<file path="src/rtl/r_clk_fwft_module_pkg.sv">
// Shared constants for the dual-clock FIFO read side.
package r_clk_fwft_module_pkg;

  localparam int ADDRESS_SIZE_DEF = 2;
  localparam int DATA_SIZE_DEF    = 8;

  // One extra pointer bit separates full from empty after a wrap.
  function automatic int ptr_width(input int address_size);
    return address_size + 1;
  endfunction

endpackage

</file>
<file path="src/rtl/r_clk_fwft_module_gray_to_binary.sv">
// Combinational Gray-to-binary decode; bit i is the XOR of all Gray bits at or above i.
module gray_to_binary #(
  parameter int N = 3
) (
  input  logic [N-1:0] i_gray,
  output logic [N-1:0] o_bin
);

  always_comb begin
    o_bin = '0;
    for (int i = 0; i < N; i++) begin
      o_bin[i] = ^(i_gray >> i);
    end
  end

endmodule

</file>
<file path="src/rtl/r_clk_fwft_module.sv">
// FIFO read-domain control: pointer sync, registered empty, RAM fetch and a
// 2-entry first-word-fall-through output buffer.
module r_clk_fwft_module
  import r_clk_fwft_module_pkg::*;
#(
  parameter int ADDRESS_SIZE = ADDRESS_SIZE_DEF,
  parameter int DATA_SIZE    = DATA_SIZE_DEF
) (
  input  logic                                r_clk,
  input  logic                                rrst,
  input  logic [ptr_width(ADDRESS_SIZE)-1:0]  w_ptr,
  output logic [ptr_width(ADDRESS_SIZE)-1:0]  r_ptr,
  output logic [ADDRESS_SIZE-1:0]             r_addr,
  output logic                                r_mem_en,
  input  logic [DATA_SIZE-1:0]                r_data_mem,
  output logic [DATA_SIZE-1:0]                r_data,
  output logic                                r_valid,
  input  logic                                r_ready,
  output logic                                r_empty,
  output logic [ptr_width(ADDRESS_SIZE)-1:0]  r_level
);

  localparam int PW = ptr_width(ADDRESS_SIZE);

  logic [PW-1:0]        r_bin;
  logic [PW-1:0]        r_rq1;
  logic [PW-1:0]        r_rq2;
  logic [1:0]           r_cnt;
  logic                 r_inflight;
  logic [DATA_SIZE-1:0] r_buf0;
  logic [DATA_SIZE-1:0] r_buf1;

  logic                 w_deq;
  logic                 w_fetch;
  logic [2:0]           w_occ;
  logic [PW-1:0]        w_bnext;
  logic [PW-1:0]        w_gnext;
  logic [PW-1:0]        w_wbin;

  gray_to_binary #(.N(PW)) u_g2b (
    .i_gray (r_rq2),
    .o_bin  (w_wbin)
  );

  assign r_valid = (r_cnt != 2'd0);
  assign r_data  = r_buf0;
  assign r_addr  = r_bin[ADDRESS_SIZE-1:0];
  assign w_deq   = r_valid & r_ready;

  // Words held or on their way, after this cycle's dequeue; never exceeds 2.
  assign w_occ    = {1'b0, r_cnt} + {2'b00, r_inflight} - {2'b00, w_deq};
  assign w_fetch  = !r_empty && (w_occ < 3'd2);
  assign r_mem_en = w_fetch;
  assign w_bnext  = r_bin + {{(PW-1){1'b0}}, w_fetch};
  assign w_gnext  = w_bnext ^ (w_bnext >> 1);

  always_ff @(posedge r_clk) begin
    if (rrst) begin
      r_rq1      <= '0;
      r_rq2      <= '0;
      r_bin      <= '0;
      r_ptr      <= '0;
      r_empty    <= 1'b1;
      r_level    <= '0;
      r_inflight <= 1'b0;
    end else begin
      r_rq1      <= w_ptr;
      r_rq2      <= r_rq1;
      r_bin      <= w_bnext;
      r_ptr      <= w_gnext;
      r_empty    <= (w_gnext == r_rq2);
      r_level    <= w_wbin - w_bnext;
      r_inflight <= w_fetch;
    end
  end

  // Head stays in r_buf0 so r_data never moves while the consumer stalls.
  always_ff @(posedge r_clk) begin
    if (rrst) begin
      r_cnt  <= 2'd0;
      r_buf0 <= '0;
      r_buf1 <= '0;
    end else begin
      case ({r_inflight, w_deq})
        2'b10: begin
          if (r_cnt == 2'd0) r_buf0 <= r_data_mem;
          else               r_buf1 <= r_data_mem;
          r_cnt <= r_cnt + 2'd1;
        end
        2'b01: begin
          r_buf0 <= r_buf1;
          r_cnt  <= r_cnt - 2'd1;
        end
        2'b11: begin
          if (r_cnt == 2'd1) begin
            r_buf0 <= r_data_mem;
          end else begin
            r_buf0 <= r_buf1;
            r_buf1 <= r_data_mem;
          end
        end
        default: ;
      endcase
    end
  end

endmodule

</file>
<file path="config.mk">
export PLATFORM = sky130hd
export DESIGN_NAME = r_clk_fwft_module
export DESIGN_NICKNAME = d
export VERILOG_FILES = /design/src/rtl/r_clk_fwft_module_pkg.sv /design/src/rtl/r_clk_fwft_module_gray_to_binary.sv /design/src/rtl/r_clk_fwft_module.sv
export SDC_FILE = /design/constraint.sdc
export NUM_CORES = 1
export LEC_CHECK = 0
export BUFFER_PORTS_ARGS = -buffer_cell sky130_fd_sc_hd__buf_2
export CORE_MARGIN = 4
export CORE_UTILIZATION = 50
export CTS_CLUSTER_DIAMETER = 60
export CTS_CLUSTER_SIZE = 40
export DETAILED_ROUTE_END_ITERATION = 12
export MAX_ROUTING_LAYER = met4
export PLACE_DENSITY = 0.75
export SKIP_CTS_REPAIR_TIMING = 1
export SYNTH_ARGS = -nofsm -noshare
export SYNTH_HDL_FRONTEND = slang
export SYNTH_SLANG_ARGS = --single-unit
</file>
<file path="constraint.sdc">
create_clock -name r_clk -period 6.83 [get_ports r_clk]
set_input_delay 0 -clock r_clk [delete_from_list [all_inputs] [get_ports r_clk]]
set_output_delay 0 -clock r_clk [all_outputs]
set_load 0.005 [all_outputs]
</file>
==> flow_metrics.env, run 1 <==
export IMPL_dr_pass1_iters=4
export IMPL_rows=19
export IMPL_drtAntennaViolNets=0
export IMPL_grt_usage_pct=14.9
export IMPL_setup_violations=0
export IMPL_synth_area_top_cells="dfxtp_1 48%, mux2i_1 11%, nor2_1 5.8%"
export IMPL_gp_congestion=0.818
export IMPL_cts_root_buffer="clkbuf_4"
export IMPL_io_pins=33
export IMPL_hp_class="in -> reg"
export IMPL_synth_warning_count=0
export IMPL_synth_top_area_cell="dfxtp_1"
export IMPL_synthFlopType="dfxtp_1"
export IMPL_synth_most_common_cell="dfxtp_1"
export IMPL_initial_core_util_pct=51.7
export IMPL_critPathLaunch="r_cnt[1]"
export IMPL_rrSetupSlack_ns=3.25
export IMPL_finalHoldViolations=0
export IMPL_async_reset_ff_share_pct=0
export IMPL_ys_seq_area_share_pct=48.2
export IMPL_drive_above_1_share_pct=24.9
export IMPL_synth_area_per_cell_um2=10.8
export IMPL_crit_end="r_empty"
export IMPL_max_slew_margin_pct=59.9
export IMPL_num_antenna_cells=0
export IMPL_path_class="reg -> reg"
export IMPL_antenna_found_initial=0
export IMPL_hpwl_mm=1.73
export IMPL_synth_edf_count=0
export IMPL_fin_crit_sh_pct=52.4
export IMPL_reg2reg_depth=14
export IMPL_fin_crit_ns=3.58
export IMPL_cts_buffer_depth=2
export IMPL_htree_levels=2
export IMPL_numPortBuffers=32
export IMPL_cp_end_kind="flip-flop"
export IMPL_synth_nets=153
export IMPL_dieArea_um2=3740
export IMPL_grtUsageMet2_pct=23.6
export IMPL_gr_max_usage_layer="met2"
export IMPL_clock_latency_ns=0.33
export IMPL_reg2reg_to="r_empty"
export IMPL_drc=0
export IMPL_final_cells=208
export IMPL_worst_pin_slew_ns=0.601
export IMPL_rsz0062_at_grt="no"
export IMPL_status="finished clean"
export IMPL_worst_setup_path_start_kind="flip-flop"
export IMPL_routed_wl_mm=2.52
export IMPL_cts_reportedPaths_clkPinSlew_ns=0.09
export IMPL_power_leakage_nw=0.823
export IMPL_place_inst=189
export IMPL_die_h_um=61.2
export IMPL_synthCells=131
export IMPL_cts_buffers=5
export IMPL_final_seq_area_um2=681
export IMPL_area_delta_synth_final_pct=24.2
export IMPL_reg2reg_from="r_cnt[1]"
export IMPL_nFillCells=234
export IMPL_synth_top_cell_area_share_pct=48.2
export IMPL_grt_pass1_wl_mm=3.85
export IMPL_die_x_um=61.2
export IMPL_use_met1_pct=15.9
export IMPL_cap_violations=0
export IMPL_multiInputGateArea_um2=693
export IMPL_vias=1011
export IMPL_final_nets=198
export IMPL_yosys_top_cells_count="34 x dfxtp_1, 22 x nor2_1, 16 x mux2i_1"
export IMPL_fin_worst_skew_ns=0.00957
export IMPL_drt_iter0_markers=24
export IMPL_finish_utilization_pct=64.2
export IMPL_worstPathArrival_ns=3.80
export IMPL_grt_max_degree=35
export IMPL_grt_pass1_vias=910
export IMPL_yosysUniqueCellTypes=22
export IMPL_min_from="rrst"
export IMPL_ys_seq_elements=34
export IMPL_p_per_area_nw_per_um2=366
export IMPL_use_met3_pct=6.92
export IMPL_coreArea_um2=2730
export IMPL_avgRoutedWirePerCell_um=12.1
export IMPL_numClockSinks=34
export IMPL_vias_per_cell=4.86
export IMPL_grt_overflow=0
export IMPL_cp_max_fo=5
export IMPL_maxSlewViolCount=0
export IMPL_tritoncts="yes"
export IMPL_ir_drop_mv=0.246
export IMPL_syn_area_um2=1410
export IMPL_max_freq_ghz=0.280
export IMPL_fin_setup_tns_ns=0
export IMPL_crit_required_ns=7.05
[state kept, by name, indices dropped and copies added, names as in the netlist]
signal / count
r_bin: 2
r_buf1: 8
r_cnt: 2
r_data: 8
r_empty: 1
r_inflight: 1
r_level: 3
r_ptr: 3
r_rq1: 3
r_rq2: 3
[how the worst min path moves through the flow]
stage / end / slack [ns] / cells past startpoint
floorplan: r_ptr[0] / 0.07 / 1
finish: r_level[1] / 0.15 / 2
global placement: r_rq1[1] / 0.21 / 2
detailed placement: r_rq1[2] / 0.21 / 2
CTS: r_rq1[2] / -0.14 / 2
global route: r_buf1[3] / 0.17 / 2
[cells by family (layout without fill, tap and decap cells)]
kind of cell               Yosys count  count (layout)  synth area share [%]
AOI/OAI and AO/OA                   13              13                  7.88
xor gates and xnor gates            12              12                  7.44
adders and majority gates            8               8                  8.15
buffers and inverters                8              54                  2.75
DFF                                 34              34                  48.2
muxes                               16              16                  11.3
and+or+nand+nor                     40              40                  14.3
[power breakdown]
| group | total, mW | internal [mW] | switching [mW] |
|---|---|---|---|
| registers | 0.268 | 0.245 | 0.0232 |
| logic | 0.259 | 0.130 | 0.129 |
| clock network | 0.115 | 0.0499 | 0.0648 |
[final cells by class]
cell class / instances / share of cell area, %
clock inverters: 1 / 0.285
flip-flops and latches: 34 / 38.8
well taps: 31 / 2.21
repair buffers: 43 / 15.4
clock buffers: 7 / 3.14
multi-input cells: 89 / 39.5
inverters: 3 / 0.642
[through the flow]
| step | hold slack [ns] | cell area (um2) | setup WS, ns | total power [mW] |
|---|---|---|---|---|
| after floorplan | 0.0716 | 1410 | 3.43 | 0.459 |
| after CTS | -0.143 | 1640 | 3.22 | 0.647 |
| after detailed placement | 0.214 | 1580 | 3.23 | 0.531 |
| final | 0.154 | 1750 | 3.25 | 0.642 |
| after global routing | 0.169 | 1750 | 2.93 | 0.698 |
| after global placement | 0.207 | 1580 | 3.33 | 0.521 |
[layer usage]
layer / share of wire (%) / vias to the layer above
met5: 0 / -
met3: 3.7 / 5
met1: 44 / 462
met2: 51 / 17
met4: 1.7 / 0
li1: - / 527
[cells in the final DEF (no fill, tap or decap), drive strengths merged]
cell	n
mux2i	16
ha	6
buf	32
xnor2	4
a211oi	9
nand2b	2
clkinv	1
a21bo	1
nand3b	1
dfxtp	34
nand2	2
clkbuf	7
a31o	1
a21oi	1
fa	2
a21o	1
nor3b	2
inv	3
nor2	22
dlygate4sd3	11
nor2b	11
xor2	8
[critical path, stage by stage, from the launching register on]
cell      delay, ns
dfxtp_1        0.40
inv_1          0.10
ha_1           0.26
nand2b_4       0.17
ha_1           0.32
nand2b_1       0.17
fa_1           0.38
xor2_1         0.15
nor3b_1        0.29
ha_1           0.21
ha_1           0.15
xor2_1         0.30
xnor2_1        0.17
xor2_1         0.16
a31o_2         0.25
No activity file was read; power rests on OpenSTA's default activity.
==> inputs of run 2 (changes only) <==
==> constraint.sdc (replaced) <==
create_clock -name r_clk -period 3.3 [get_ports r_clk]
set_input_delay 0 -clock r_clk [delete_from_list [all_inputs] [get_ports r_clk]]
set_output_delay 0 -clock r_clk [all_outputs]
set_load 0.005 [all_outputs]
==> flow_metrics.env, run 2 (synthesis gave the netlist of run 1 again) <==
export IMPL_swShare_pct=33.6
export IMPL_grt_overflow=0
export IMPL_grt_usage_pct=14.9
export IMPL_worstPathCellList="inv_1, ha_1, nand2b_4, ha_4, nand2b_1, fa_1, xor2_1, nor3b_2, ha_1, ha_2, fa_1, xor2_1, nor2_1"
export IMPL_max_stage_delay_ns=0.44
export IMPL_numClockSinks=34
export IMPL_grt_pass1_wl_mm=3.91
export IMPL_die_h_um=61.2
export IMPL_final_area_um2=1830
export IMPL_worst_setup_path_start_kind="flip-flop"
export IMPL_vias_per_cell=4.78
export IMPL_fin_worst_skew_ns=0.00462
export IMPL_place_area_um2=1620
export IMPL_drt_iter0_markers=39
export IMPL_drc=0
export IMPL_cts_root_buffer="clkbuf_4"
export IMPL_numPortBuffers=32
export IMPL_crit_required_ns=3.49
export IMPL_avgRoutedWirePerCell_um=12.0
export IMPL_initial_core_util_pct=51.7
export IMPL_worstPathArrival_ns=3.35
export IMPL_routed_wl_mm=2.56
export IMPL_cap_violations=0
export IMPL_hp_class="in -> reg"
export IMPL_rows=19
export IMPL_mostFrequentLayoutCells="34 x dfxtp_1, 32 x buf_2, 22 x nor2_1, 16 x mux2i_1"
export IMPL_num_antenna_cells=0
export IMPL_grt_max_degree=35
export IMPL_p_per_area_nw_per_um2=757
export IMPL_cp_max_fo=4
export IMPL_max_freq_ghz=0.317
export IMPL_slowest_stage="fa_1"
export IMPL_cts_reportedPaths_clkPinSlew_ns=0.09
export IMPL_cts_buffers=5
export IMPL_cp_end_kind="flip-flop"
export IMPL_path_class="reg -> reg"
export IMPL_max_slew_margin_pct=62.1
export IMPL_gp_congestion=0.794
export IMPL_pwr_share_clk_pct=16.5
export IMPL_ir_drop_mv=0.490
export IMPL_rrSetupSlack_ns=0.14
export IMPL_final_nets=203
export IMPL_worst_pin_slew_ns=0.568
export IMPL_hpwl_mm=1.79
export IMPL_p_int_mw=0.921
export IMPL_power_leakage_nw=0.851
export IMPL_antenna_found_initial=0
export IMPL_htree_levels=2
export IMPL_p_switching_mw=0.467
export IMPL_coreArea_um2=2730
export IMPL_drive_above_1_share_pct=30.2
export IMPL_dieArea_um2=3740
export IMPL_final_common_cell="dfxtp_1"
export IMPL_vias=1018
export IMPL_finish_utilization_pct=67.0
export IMPL_seqPwrFrac_pct=39.8
export IMPL_maxSlewViolCount=0
export IMPL_area_delta_synth_final_pct=29.7
export IMPL_finalHoldViolations=0
export IMPL_drtAntennaViolNets=0
export IMPL_setup_violations=0
export IMPL_tritoncts="yes"
export IMPL_io_pins=33
export IMPL_dr_pass1_iters=4
export IMPL_grt_pass1_vias=932
export IMPL_p_comb_share_pct=43.8
export IMPL_die_x_um=61.2
export IMPL_clock_latency_ns=0.32
export IMPL_fin_crit_ns=3.16
export IMPL_cts_buffer_depth=2
export IMPL_fin_crit_sh_pct=95.6
export IMPL_status="finished clean"
[run 2: final timing paths]
check / from / end / depth (start not counted)
worst min register to register: r_rq1[1] / r_rq2[1] / 1
worst max register to register: r_cnt[1] / r_level[2] / 13
worst min-delay path: r_ready / r_cnt[1] / 4
worst max-delay path: r_cnt[1] / r_level[2] / 13
[run 2: final cells by class]
cell class / count / area, um2
clock buffer: 7 / 55.1
multi-input combinational: 89 / 733
fill: 215 / 902
timing repair buffer: 48 / 308
tap: 31 / 38.8
clock inverter: 1 / 5.00
inverter: 3 / 11.3
sequential: 34 / 681
[run 2: routing by layer]
layer | track usage [%] | vias to the layer above | wire [um]
met1 | 15.9 | 464 | 1110
met5 | - | - | 0
li1 | - | 537 | -
met3 | 6.29 | 2 | 94
met4 | 6.50 | 0 | 20
met2 | 23.9 | 15 | 1330
[run 2: through the flow]
stage / cells / setup WS [ns] / total power [mW] / hold slack [ns] / TNS (ns)
floorplan: 131 / 0.0109 / 0.956 / 0.0716 / 0
global placement: 193 / 0.154 / 1.11 / 0.208 / 0
detailed placement: 193 / 0.0659 / 1.14 / 0.217 / 0
CTS: 201 / 0.0493 / 1.37 / -0.134 / 0
global route: 213 / -0.0380 / 1.50 / 0.156 / -0.0380
finish: 213 / 0.144 / 1.39 / 0.145 / 0
[run 2: worst max-delay path: cells and delay by family, from the launching register on]
family | cells | cell delay (ns)
buf+inv | 1 | 0.07
flops | 1 | 0.34
fa+ha+maj | 6 | 1.72
simple gates | 4 | 0.58
xor+xnor | 2 | 0.33
[run 2: power by group through the flow]
stage	Sequential, mW	Combinational, mW	Clock, mW
2_1_floorplan	0.572	0.384	0
3_3_place_gp	0.557	0.552	0
3_5_place_dp	0.560	0.578	0
4_1_cts	0.550	0.580	0.241
5_1_grt	0.565	0.681	0.257
6_report	0.552	0.607	0.228
==> inputs of run 3 (changes only) <==
--- a/config.mk
+++ b/config.mk
@@ -12,8 +12,10 @@
 export CTS_CLUSTER_SIZE = 40
 export DETAILED_ROUTE_END_ITERATION = 12
 export MAX_ROUTING_LAYER = met4
-export PLACE_DENSITY = 0.75
+export PLACE_DENSITY = 0.74
 export SKIP_CTS_REPAIR_TIMING = 1
+export SKIP_LAST_GASP = 1
 export SYNTH_ARGS = -nofsm -noshare
 export SYNTH_HDL_FRONTEND = slang
+export SYNTH_HIERARCHICAL = 1
 export SYNTH_SLANG_ARGS = --single-unit
==> flow_metrics.env, run 3 <==
export IMPL_synth_warning_count=6
export IMPL_cts_reportedPaths_clkPinSlew_ns=0.10
export IMPL_crit_required_ns=3.54
export IMPL_pwr_share_clk_pct=17.4
export IMPL_cts_root_buffer="clkbuf_4"
export IMPL_rows=19
export IMPL_coreArea_um2=2850
export IMPL_synth_edf_count=0
export IMPL_layout_setup_ws_ns=0.0392
export IMPL_power_leakage_nw=0.888
export IMPL_final_seq_area_um2=683
export IMPL_finalHoldViolations=0
export IMPL_total_power_mw=1.81
export IMPL_fin_worst_skew_ns=0.00819
export IMPL_grt_overflow=0
export IMPL_max_stage_delay_ns=0.40
export IMPL_grt_pass1_wl_mm=5.24
export IMPL_initial_core_util_pct=54.1
export IMPL_vias_per_cell=5.21
export IMPL_status="finished clean"
export IMPL_max_slew_margin_pct=53.3
export IMPL_synth_most_common_cell="dfxtp_1"
export IMPL_synthFlopType="dfxtp_1"
export IMPL_clock_latency_ns=0.34
export IMPL_worst_pin_slew_ns=0.701
export IMPL_async_reset_ff_share_pct=0
export IMPL_max_freq_ghz=0.307
export IMPL_p_int_mw=1.18
export IMPL_cp_depth=13
export IMPL_setup_violations=0
export IMPL_synth_area_top_cells="dfxtp_1 44%, ha_1 6.5%, nand3_1 5.2%"
export IMPL_hold_depth=2
export IMPL_rsz0062_at_grt="yes"
export IMPL_p_per_area_nw_per_um2=887
export IMPL_hpwl_mm=2.27
export IMPL_num_antenna_cells=0
export IMPL_swShare_pct=34.9
export IMPL_p_switching_mw=0.630
export IMPL_mostFrequentLayoutCells="32 x buf_2, 32 x dfxtp_1, 16 x nand3_1, 16 x o21ai_0, 13 x nor2_1"
export IMPL_vias=1255
export IMPL_yosysUniqueCellTypes=30
export IMPL_p_comb_share_pct=50.8
export IMPL_dr_pass1_iters=4
export IMPL_path_delay_family="adder cells"
export IMPL_die_x_um=63.5
export IMPL_avgRoutedWirePerCell_um=13.3
export IMPL_io_pins=33
export IMPL_cp_max_fo=3
export IMPL_ys_seq_area_share_pct=44.1
export IMPL_cts_buffer_depth=2
export IMPL_grt_usage_pct=16.9
export IMPL_nFillCells=220
export IMPL_grt_max_degree=35
export IMPL_numPortBuffers=32
export IMPL_yosys_top_cells_count="34 x dfxtp_1, 16 x nand3_1, 16 x o21ai_0"
export IMPL_final_nets=234
export IMPL_numClockSinks=34
export IMPL_drive_above_1_share_pct=33.8
export IMPL_path_class="reg -> reg"
export IMPL_synth_nets=184
export IMPL_syn_area_um2=1540
export IMPL_cp_common_cell="ha_4"
export IMPL_synth_area_per_cell_um2=9.64
export IMPL_worst_setup_path_start_kind="flip-flop"
export IMPL_die_h_um=63.5
export IMPL_worstPathArrival_ns=3.50
export IMPL_synth_top_cell_area_share_pct=44.1
export IMPL_area_delta_synth_final_pct=32.0
export IMPL_dieArea_um2=4040
export IMPL_cp_end_kind="flip-flop"
export IMPL_drc=0
export IMPL_grt_pass1_vias=1192
export IMPL_htree_levels=2
export IMPL_cap_violations=0
export IMPL_hp_class="in -> reg"
export IMPL_cts_buffers=5
export IMPL_crit_buf_inv=1
export IMPL_synthCells=160
export IMPL_antenna_found_initial=0
export IMPL_ys_seq_elements=34
export IMPL_drt_iter0_markers=56
export IMPL_synth_top_area_cell="dfxtp_1"
export IMPL_ir_drop_mv=0.507
export IMPL_worstPathCellList="inv_2, ha_4, and2b_2, ha_4, nand2b_4, fa_2, xor2_2, nor3b_2, ha_2, ha_4, xnor3_1, xor2_1, a31o_1"
export IMPL_fin_crit_sh_pct=98.8
export IMPL_maxSlewViolCount=0
export IMPL_drtAntennaViolNets=0
export IMPL_seqPwrFrac_pct=31.9
export IMPL_place_ws_ns=-0.0740
export IMPL_multiInputGateArea_um2=866
export IMPL_reg2reg_depth=13
export IMPL_fin_crit_ns=3.26
export IMPL_slowest_stage="fa_2"
export IMPL_gp_congestion=0.783
export IMPL_routed_wl_mm=3.22
export IMPL_tritoncts="yes"
==> run 3: path summary, 6_finish.rpt <==
kind	start	endpoint	slack (ns)
hold reg to reg	r_rq1[2]	r_rq2[2]	0.45
setup / recovery	r_cnt[1]	r_empty	0.04
hold / removal	rrst	r_level[2]	0.14
setup reg to reg	r_cnt[1]	r_empty	0.04
==> run 3: power by group through the flow <==
stage | logic, mW | clock network, mW | registers (mW)
after floorplan | 0.546 | 0 | 0.593
after detailed placement | 0.783 | 0 | 0.582
after global placement | 0.749 | 0 | 0.577
after global routing | 1.03 | 0.344 | 0.591
final | 0.917 | 0.314 | 0.576
after CTS | 0.788 | 0.319 | 0.573
==> run 3: final cells by class <==
type / instances / area share, %
Clock buffer: 6 / 2.52
Clock inverter: 1 / 1.47
Multi-Input combinational cell: 109 / 42.5
Timing Repair Buffer: 52 / 16.6
Sequential cell: 34 / 33.5
Tap cell: 31 / 1.90
Inverter: 8 / 1.47
==> run 3: through the flow <==
stage / setup TNS (ns) / cell area (um2) / hold slack, ns / std cells / utilization, %
after global routing: -0.253 / 2040 / 0.158 / 241 / 71.4
after floorplan: 0 / 1560 / 0.0716 / 160 / -
final: 0 / 2040 / 0.140 / 241 / 71.4
after global placement: 0 / 1750 / 0.212 / 220 / 61.4
after detailed placement: -0.0740 / 1750 / 0.223 / 220 / 61.4
after CTS: -0.0901 / 1830 / -0.136 / 227 / 64.3
==> run 3: worst register-to-register path, stage by stage, from the launching register on <==
cell and delay, ns:
dfxtp_2 0.34, inv_2 0.08, ha_4 0.12, and2b_2 0.24, ha_4 0.22, nand2b_4 0.14, fa_2 0.40, xor2_2 0.19
nor3b_2 0.24, ha_2 0.25, ha_4 0.22, xnor3_1 0.40, xor2_1 0.16, a31o_1 0.18
==> run 3: routing by layer <==
layer  routed length [um]  up-vias  part of all wire, %  GRT usage [%]
met4                   42        0                  1.3           6.47
met5                    0        -                    0              -
met2                 1600       33                   50           28.3
li1                     -      645                    -              -
met3                  190        5                  5.9           6.93
met1                 1390      572                   43           17.8
==> run 3: kinds of logic (layout without fill, tap and decap cells) <==
family          count (synthesis)  after routing  share of synthesized area [%]
simple gates                   49             49                           16.8
mux                             1              1                          0.973
compound gates                 36             36                           14.5
xor+xnor                       13             13                           9.25
buf+inv                        17             67                           5.27
fa+ha+maj                      10             10                           9.08
flops                          34             34                           44.1
